==> src/rtl/if_fetch_unit.sv <==
//==============================================================================
// Module      : if_fetch_unit
// Description : Instruction-fetch stage: PC owner, SPM port-A driver and
//               external-bus fetcher delivering {if_pc, if_insn, if_en}.
// Revision    : 1.0 - initial release
//==============================================================================
`timescale 1ns/1ps
`default_nettype none

module if_fetch_unit #(
    parameter int                ADDR_W       = 30,
    parameter int                DATA_W       = 32,
    parameter int                SPM_ADDR_W   = 12,
    parameter int                TAG_W        = 3,
    parameter logic [TAG_W-1:0]  SPM_TAG      = 3'd1,
    parameter logic [ADDR_W-1:0] RESET_VECTOR = 30'h0800_0000
) (
    input  logic                  clk,
    input  logic                  reset,
    input  logic                  stall,
    input  logic                  flush,
    input  logic [ADDR_W-1:0]     new_pc,
    output logic [SPM_ADDR_W-1:0] if_spm_addr,
    output logic                  if_spm_as_,
    output logic                  if_spm_rw,
    output logic [DATA_W-1:0]     if_spm_wr_data,
    input  logic [DATA_W-1:0]     if_spm_rd_data,
    output logic                  if_bus_req_,
    input  logic                  if_bus_grnt_,
    output logic [ADDR_W-1:0]     if_bus_addr,
    output logic                  if_bus_as_,
    output logic                  if_bus_rw,
    input  logic                  if_bus_rdy_,
    input  logic [DATA_W-1:0]     if_bus_rd_data,
    output logic [ADDR_W-1:0]     if_pc,
    output logic [DATA_W-1:0]     if_insn,
    output logic                  if_en,
    output logic                  busy
);

    localparam logic              c_read   = 1'b1;
    localparam logic [ADDR_W-1:0] c_pc_one = ADDR_W'(1);

    typedef enum logic [1:0] {
        S_IDLE   = 2'd0,
        S_REQ    = 2'd1,
        S_ACCESS = 2'd2,
        S_DONE   = 2'd3
    } state_t;

    state_t              state_q,    state_d;
    logic [ADDR_W-1:0]   fetch_pc_q, fetch_pc_d;
    logic [ADDR_W-1:0]   q1_pc_q,    q1_pc_d;
    logic                q1_valid_q, q1_valid_d;
    logic [ADDR_W-1:0]   if_pc_q,    if_pc_d;
    logic [DATA_W-1:0]   if_insn_q,  if_insn_d;
    logic                if_en_q,    if_en_d;
    logic [DATA_W-1:0]   bus_buf_q,  bus_buf_d;

    logic w_pc_in_spm;
    logic w_spm_issue;
    logic w_spm_replay;

    assign w_pc_in_spm  = (fetch_pc_q[ADDR_W-1 -: TAG_W] == SPM_TAG);
    assign w_spm_issue  = !reset && !flush && !stall && w_pc_in_spm && (state_q == S_IDLE);
    // While stalled, re-address the in-flight word so the RAM output keeps it.
    assign w_spm_replay = !reset && !flush && stall && q1_valid_q;

    assign if_spm_addr    = w_spm_replay ? q1_pc_q[SPM_ADDR_W-1:0] : fetch_pc_q[SPM_ADDR_W-1:0];
    assign if_spm_as_     = !(w_spm_issue || w_spm_replay);
    assign if_spm_rw      = c_read;
    assign if_spm_wr_data = '0;

    assign if_bus_req_ = reset || !((state_q == S_REQ) || (state_q == S_ACCESS));
    assign if_bus_as_  = reset || (state_q != S_ACCESS);
    assign if_bus_addr = fetch_pc_q;
    assign if_bus_rw   = c_read;
    assign busy        = (state_q != S_IDLE);

    assign if_pc   = if_pc_q;
    assign if_insn = if_insn_q;
    assign if_en   = if_en_q;

    always_comb begin
        state_d    = state_q;
        fetch_pc_d = fetch_pc_q;
        q1_pc_d    = q1_pc_q;
        q1_valid_d = q1_valid_q;
        if_pc_d    = if_pc_q;
        if_insn_d  = if_insn_q;
        if_en_d    = if_en_q;
        bus_buf_d  = bus_buf_q;

        if (flush) begin
            fetch_pc_d = new_pc;
            q1_valid_d = 1'b0;
            if_en_d    = 1'b0;
            state_d    = S_IDLE;
        end else if (!stall) begin
            if_en_d    = 1'b0;
            q1_valid_d = 1'b0;
            if (q1_valid_q) begin
                if_pc_d   = q1_pc_q;
                if_insn_d = if_spm_rd_data;
                if_en_d   = 1'b1;
            end
            if (w_spm_issue) begin
                q1_pc_d    = fetch_pc_q;
                q1_valid_d = 1'b1;
                fetch_pc_d = fetch_pc_q + c_pc_one;
            end
            case (state_q)
                // Bus fetch starts only once the SPM pipeline has drained.
                S_IDLE: begin
                    if (!w_pc_in_spm && !q1_valid_q) begin
                        state_d = S_REQ;
                    end
                end
                S_REQ: begin
                    if (!if_bus_grnt_) begin
                        state_d = S_ACCESS;
                    end
                end
                S_ACCESS: begin
                    if (!if_bus_rdy_) begin
                        if_pc_d    = fetch_pc_q;
                        if_insn_d  = if_bus_rd_data;
                        if_en_d    = 1'b1;
                        fetch_pc_d = fetch_pc_q + c_pc_one;
                        state_d    = S_IDLE;
                    end
                end
                S_DONE: begin
                    if_pc_d    = fetch_pc_q;
                    if_insn_d  = bus_buf_q;
                    if_en_d    = 1'b1;
                    fetch_pc_d = fetch_pc_q + c_pc_one;
                    state_d    = S_IDLE;
                end
                default: state_d = S_IDLE;
            endcase
        end else begin
            // Stalled: outputs frozen, but the bus handshake keeps running.
            case (state_q)
                S_REQ: begin
                    if (!if_bus_grnt_) begin
                        state_d = S_ACCESS;
                    end
                end
                S_ACCESS: begin
                    if (!if_bus_rdy_) begin
                        bus_buf_d = if_bus_rd_data;
                        state_d   = S_DONE;
                    end
                end
                default: ;
            endcase
        end
    end

    always_ff @(posedge clk) begin
        if (reset) begin
            state_q    <= S_IDLE;
            fetch_pc_q <= RESET_VECTOR;
            q1_pc_q    <= '0;
            q1_valid_q <= 1'b0;
            if_pc_q    <= '0;
            if_insn_q  <= '0;
            if_en_q    <= 1'b0;
            bus_buf_q  <= '0;
        end else begin
            state_q    <= state_d;
            fetch_pc_q <= fetch_pc_d;
            q1_pc_q    <= q1_pc_d;
            q1_valid_q <= q1_valid_d;
            if_pc_q    <= if_pc_d;
            if_insn_q  <= if_insn_d;
            if_en_q    <= if_en_d;
            bus_buf_q  <= bus_buf_d;
        end
    end

endmodule

`default_nettype wire

==> config.mk <==
export PLATFORM = sky130hd
export DESIGN_NAME = if_fetch_unit
export DESIGN_NICKNAME = d
export VERILOG_FILES = /design/src/rtl/if_fetch_unit.sv
export SDC_FILE = /design/constraint.sdc
export NUM_CORES = 1
export LEC_CHECK = 0
export CAP_MARGIN = 20
export CORE_MARGIN = 4
export CORE_UTILIZATION = 43
export DETAILED_ROUTE_END_ITERATION = 10
export HOLD_SLACK_MARGIN = 0.05
export MAX_ROUTING_LAYER = met4
export PLACE_DENSITY_LB_ADDON = 0.08
export SLEW_MARGIN = 30
export SYNTH_ARGS = -nofsm -noshare
export SYNTH_HDL_FRONTEND = slang
export SYNTH_SLANG_ARGS = --single-unit
==> constraint.sdc <==
create_clock -name clk -period 3.2 [get_ports clk]
set_input_delay 0.96 -clock clk [delete_from_list [all_inputs] [get_ports clk]]
set_output_delay 0.96 -clock clk [all_outputs]
set_load 0.01 [all_outputs]
==> results_dict.tcl, run 1 <==
set metrics [dict create \
    crit_fanout 21 \
    combinationalPowerShare 0.140 \
    htree_num_levels 4 \
    clk_latency_ns 0.43 \
    drive_gt1_frac 0.1002 \
    syn_inst 1057 \
    share_seq_of_total_power 0.418 \
    rsz0062_at_grt "yes" \
    end_kind "primary output" \
    synth_top_area_frac 0.3898 \
    hold_violations 0 \
    yosysWarnings 0 \
    final_common_cell "clkdlybuf4s50_1" \
    antenna_found_initial 2 \
    final_cells 1469 \
    dr.first_iter.drc_count 639 \
    cpPeakStageDelay_ns 0.30 \
    cts.sinks 158 \
    cts_buffers 17 \
    switchingPower_mw 1.292 \
    postSynth.asyncResetShare 0 \
    cts.clk_slew.worst_paths_ns 0.06 \
    synth.area.top_cells "dfxtp_1 (39%), a21oi_1 (9.4%), nand2_1 (8.0%)" \
    num_vias 8415 \
    clockPowerShare 0.443 \
    ys_seq_elements 158 \
    path_cells "dlygate4sd2_1 -> buf_4 -> nor3_1 -> nand2_1 -> nand2b_4 -> inv_1 -> buf_2" \
    viasPerCell 5.728 \
    arrival_ns 2.20 \
    detailed_place_hpwl_um 17780 \
    startpoint_type "input pin" \
    synthAdderAreaFrac 0.007710 \
    clock_path_buffers 2 \
    avgRoutedWirePerCell_um 18.40 \
    fin_worst_skew_ns 0.006798 \
    hold_class "flop to flop" \
    maxSlewHeadroom 0.4642 \
    grt_remaining_overflow 0 \
    grtUsageTotal 0.2536 \
    start_util 0.4441 \
    nNetsFinal 1331 \
    synth_area_leader_cell "dfxtp_1" \
    status "finished clean" \
    critPathKind "input pin to primary output" \
    synth_top_family_by_area "compound AO/OA/AOI/OAI gates" \
    maxCapViolCount 0 \
    rows 49 \
    crit_required_ns 2.24 \
    dp_cells 1433 \
    dieWidth_um 145.4 \
    ir_drop_mv 0.4060 \
    cts_root_buffer "clkbuf_16" \
    hold_ws_ns 0.4513 \
    area.sequential_mm2 0.003163 \
    seq_area_frac_synth 0.3898 \
    wl_um 27020 \
    num_io_pins 243 \
    post-route-period-util 0.9864 \
    synth_edf_count 0 \
    ctsHoldBuffers 0 \
    drv_slew 0 \
    swShare 0.2596 \
    dpl_worst_slack_ns -0.6086 \
    multi_input_area_mm2 0.004438 \
    area_growth_pct 37.10 \
    numPortBuffers 208 \
    ant_nets 0 \
    layout_common_cells "clkdlybuf4s50_1 (192), nand2_1 (174), dfxtp_1 (158)" \
    firstDrtPassIters 6 \
    avgSynthCellArea_um2 7.676 \
    critPathBufInv 4 \
    fin_ws_ns 0.04362 \
    synth_ff_type "dfxtp_1" \
    n_fill_cell 1710 \
    timing.final.crit_period_ns 3.156 \
    yosys.area_share.xor_xnor 0.005397 \
    grt_pass1_vias 7908 \
    coreArea_mm2 0.01827 \
    final_core_util 0.6089 \
    internal_power_mw 3.684 \
    synth_simple_gate_area_frac 0.1692 \
    die_y_um 145.4 \
    grt_max_degree 97 \
    route.detailed.drc 0 \
    netlist_area_mm2 0.008114 \
    fin_area_mm2 0.01112 \
    gp_congestion 0.8728 \
    setup_viol 0 \
    cp_slowest_cell "nor3_1" \
    max_clock_freq_mhz 316.8 \
    synth_compound_area_frac 0.3217 \
    grt_pass1_wl_um 43230 \
    tightest_slew_ns 0.8018 \
    ys_types 65 \
    die_area_mm2 0.02113 \
    p_per_area_mw_per_mm2 447.2 \
    synthMuxAreaShare 0.01789 \
    critical_path.top_delay_family "buffers and inverters" \
    leakagePower_nw 3.737 \
    dpl_cell_area_mm2 0.01037 \
    cts_tree "yes" \
]
-- worst paths after layout --
kind,start,to,slack [ns],cells past startpoint
setup / recovery,stall,if_spm_as_,0.04,7
setup reg to reg,state_q[0],if_insn[29],0.93,8
hold / removal,q1_pc_q[18],q1_pc_q[18],0.45,2
hold reg to reg,q1_pc_q[18],q1_pc_q[18],0.45,2
-- state kept, by name, summed over array words and instances (netlist names) --
register and flops:
bus_buf_q 32, if_insn 32, if_bus_addr 30, if_pc 30, q1_pc_q 30, state_q 2
if_en 1, q1_valid_q 1
-- power groups by stage --
stage | clock network, mW | logic, mW | registers [mW]
after floorplan | 0 | 0.355 | 2.11
after global placement | 0 | 0.667 | 2.12
after detailed placement | 0 | 0.670 | 2.12
after CTS | 2.23 | 0.684 | 2.08
after global routing | 2.32 | 0.747 | 2.09
final | 2.20 | 0.694 | 2.08
-- kinds of logic (layout without fill, tap and decap cells) --
| logic type | after synthesis | count (layout) |
|---|---|---|
| flip-flops | 158 | 158 |
| AO/OA/AOI/OAI | 420 | 420 |
| adder cells (fa/ha/maj) | 5 | 5 |
| multiplexers | 13 | 13 |
| AND/OR/NAND/NOR | 309 | 309 |
| XOR/XNOR | 5 | 5 |
| buffers and inverters | 145 | 294 |
| other | 2 | 36 |
-- cell type report --
class                           count  share of cell area
Tap cell                          229             0.02576
Antenna cell                        2           0.0004499
Clock buffer                       19             0.03982
Inverter                           11            0.003824
Timing Repair Buffer              252              0.2303
Sequential cell                   158              0.2843
Clock inverter                     12             0.01653
Multi-Input combinational cell    786              0.3989
-- Yosys cell counts, drive strengths merged (5+ instances only) --
| cell type | instances |
|---|---|
| o2bb2ai | 30 |
| or2 | 5 |
| a22oi | 39 |
| a221oi | 7 |
| a311oi | 32 |
| mux2 | 12 |
| nor3 | 10 |
| nor4 | 7 |
| o21ai | 110 |
| and3 | 13 |
| a211oi | 10 |
| a31oi | 11 |
| o31ai | 5 |
| a21oi | 152 |
| nand4 | 6 |
| nor2 | 60 |
| buf | 62 |
| ha | 5 |
| dfxtp | 158 |
| o22ai | 7 |
| inv | 10 |
| nand2 | 174 |
| clkbuf | 72 |
| nand3 | 18 |
-- stage by stage --
stage	TNS, ns	power [mW]
global placement	-8.023	2.787
CTS	0	4.993
floorplan	0	2.464
detailed placement	-8.065	2.790
global route	-0.002288	5.149
finish	0	4.975
-- worst reg2reg max path: cells and delay by family, from the launching register on --
kind                       cells  cell delay [ns]
and+or+nand+nor                2             0.41
adders and majority gates      1             0.29
buffers and inverters          2             0.55
AOI/OAI and AO/OA              3             0.60
DFF                            1             0.33
-- metal layers --
layer / GRT usage / share of wire / wire length [µm]
met1: 0.3249 / 0.44 / 11920
met2: 0.3912 / 0.46 / 12550
met3: 0.07007 / 0.079 / 2130
met4: 0.07930 / 0.016 / 429
met5: - / 0 / 0
-- repair_timing --
action	in CTS	in global routing
cloned	2	0
resized for setup	78	6
pin swaps	2	2
endpoints found under the setup margin	15	13
setup buffers	2	0
(Power assumes the default switching activity.)
==> run 2, diff against run 1 <==
==> constraint.sdc (replaced) <==
create_clock -name clk -period 3.2 [get_ports clk]
set_input_delay 0.96 -clock clk [delete_from_list [all_inputs] [get_ports clk]]
set_output_delay 0.96 -clock clk [all_outputs]
set_load 0.1 [all_outputs]
==> results_dict.tcl, run 2 (synthesis gave the netlist of run 1 again) <==
set metrics [dict create \
    crit_fanout 7 \
    grt_pass1_vias 7969 \
    leakagePower_nw 3.919 \
    max_clock_freq_mhz 317.0 \
    cp_slowest_cell "mux2_4" \
    route.detailed.drc 0 \
    dieWidth_um 145.4 \
    worst_r2r_endpoint "state_q[1]" \
    arrival_ns 2.20 \
    maxCapViolCount 0 \
    hold_violations 0 \
    r2r_cells 6 \
    detailed_place_hpwl_um 18140 \
    p_per_area_mw_per_mm2 487.9 \
    tightest_slew_ns 0.7552 \
    grt_pass1_wl_um 43190 \
    cts.sinks 158 \
    wl_um 27100 \
    hold_start "q1_pc_q[17]" \
    timing.final.crit_period_ns 3.155 \
    layout_common_cells "nand2_1 (174), dfxtp_1 (158), a21oi_1 (152)" \
    grt_remaining_overflow 0 \
    rows 49 \
    cts_root_buffer "clkbuf_16" \
    ir_drop_mv 0.3741 \
    ant_nets 0 \
    whs_endpoint "q1_pc_q[17]" \
    avgRoutedWirePerCell_um 18.45 \
    gp_congestion 0.9229 \
    maxSlewHeadroom 0.4966 \
    htree_num_levels 4 \
    nNetsFinal 1332 \
    start_util 0.4441 \
    critPathBufInv 3 \
    die_y_um 145.4 \
    whs_path_depth 2 \
    post-route-period-util 0.9860 \
    crit_required_ns 2.24 \
    viasPerCell 5.745 \
    num_vias 8440 \
    cts_buffers 17 \
    final_core_util 0.5977 \
    path_cells "buf_6 -> or2_4 -> nor3_4 -> buf_6 -> mux2_4 -> buf_12" \
    coreArea_mm2 0.01827 \
    fin_area_mm2 0.01092 \
    numPortBuffers 208 \
    worst-r2r-setup-slack_ns 0.92 \
    dpl_cell_area_mm2 0.01030 \
    drive_gt1_frac 0.1795 \
    firstDrtPassIters 5 \
    final_common_cell "nand2_1" \
    setup_viol 0 \
    rsz0062_at_grt "no" \
    fin_worst_skew_ns 0.01032 \
    area_growth_pct 34.59 \
    clock_path_buffers 2 \
    grtUsageTotal 0.2541 \
    die_area_mm2 0.02113 \
    status "finished clean" \
    cts.clk_slew.worst_paths_ns 0.06 \
    critical_path.top_delay_family "buffers and inverters" \
    critPathKind "input pin to primary output" \
    drv_slew 0 \
    antenna_found_initial 3 \
    cpMostUsedCell "buf_6" \
    power.total_mw 5.328 \
    cpPeakStageDelay_ns 0.33 \
    clk_latency_ns 0.42 \
    cts_tree "yes" \
    startpoint_type "input pin" \
    end_kind "primary output" \
    r2r_start "q1_valid_q" \
    num_io_pins 243 \
    hold_class "flop to flop" \
    dr.first_iter.drc_count 612 \
    ctsHoldBuffers 0 \
    grt_max_degree 97 \
]
==> run 2: changes by cell type in the layout (fill, tap and decap cells not counted), sizes merged <==
cell | before | now
bufbuf | 1 | 0
inv | 13 | 11
clkdlybuf4s50 | 192 | 96
buf | 58 | 157
clkinv | 4 | 5
dlygate4sd2 | 1 | 0
bufinv | 4 | 3
diode | 2 | 3
==> run 2: worst max-delay path by stage <==
stage	startpoint	endpoint	cells after the start	slack [ns]
finish	reset	if_spm_addr[6]	6	0.04
global route	flush	if_spm_addr[6]	6	0.008
CTS	flush	if_spm_addr[7]	7	0.003
detailed placement	flush	if_spm_addr[1]	6	-0.39
global placement	flush	if_spm_addr[11]	6	-0.37
floorplan	reset	if_spm_as_	7	-0.17
==> run 2: power by group <==
part           internal [mW]  switching (mW)  total, mW
Combinational          0.336           0.848       1.18
Sequential              2.01          0.0606       2.07
Clock                   1.26           0.813       2.07
==> run 2: worst register-to-register path, stage by stage (launching register included) <==
cell	delay [ns]
dfxtp_1	0.35
inv_2	0.10
buf_6	0.53
o21ai_0	0.22
a221oi_1	0.58
a21oi_1	0.15
a211oi_1	0.26
==> run 2: cell type report <==
class                   instances  area [µm²]
well taps                     229       286.5
clock buffers                  19       452.9
fillers                      1704        7350
repair buffers                253        2387
inverters                      11       46.29
diodes                          3       7.507
clock inverters                10       138.9
flip-flops and latches        158        3163
multi-input cells             786        4438
==> run 2: metal layers <==
layer	part of all wire	wire length, µm	vias to the layer above	track usage
met1	0.43	11710	4005	0.3190
met2	0.48	13060	298	0.4172
met3	0.071	1924	32	0.05979
li1	-	-	4105	-
met5	0	0	-	-
met4	0.015	396	0	0.06030
==> run 2: what timing repair did <==
item | 4_1_cts | 5_1_grt
gates cloned | 1 | 0
resized for setup | 16 | 0
buffers inserted | 3 | 0
pin swaps | 2 | 0
setup endpoints to repair | 13 | 13
==> run 2: stage by stage <==
stage               cells  setup WS [ns]  setup TNS (ns)  hold WS (ns)
floorplan            1089        -0.1724         -0.7899        0.4332
global placement     1435        -0.3674          -4.217        0.4386
detailed placement   1435        -0.3910          -4.473        0.4432
CTS                  1468       0.002559               0        0.4513
global route         1469       0.007564               0        0.4651
finish               1469        0.04493               0        0.4520
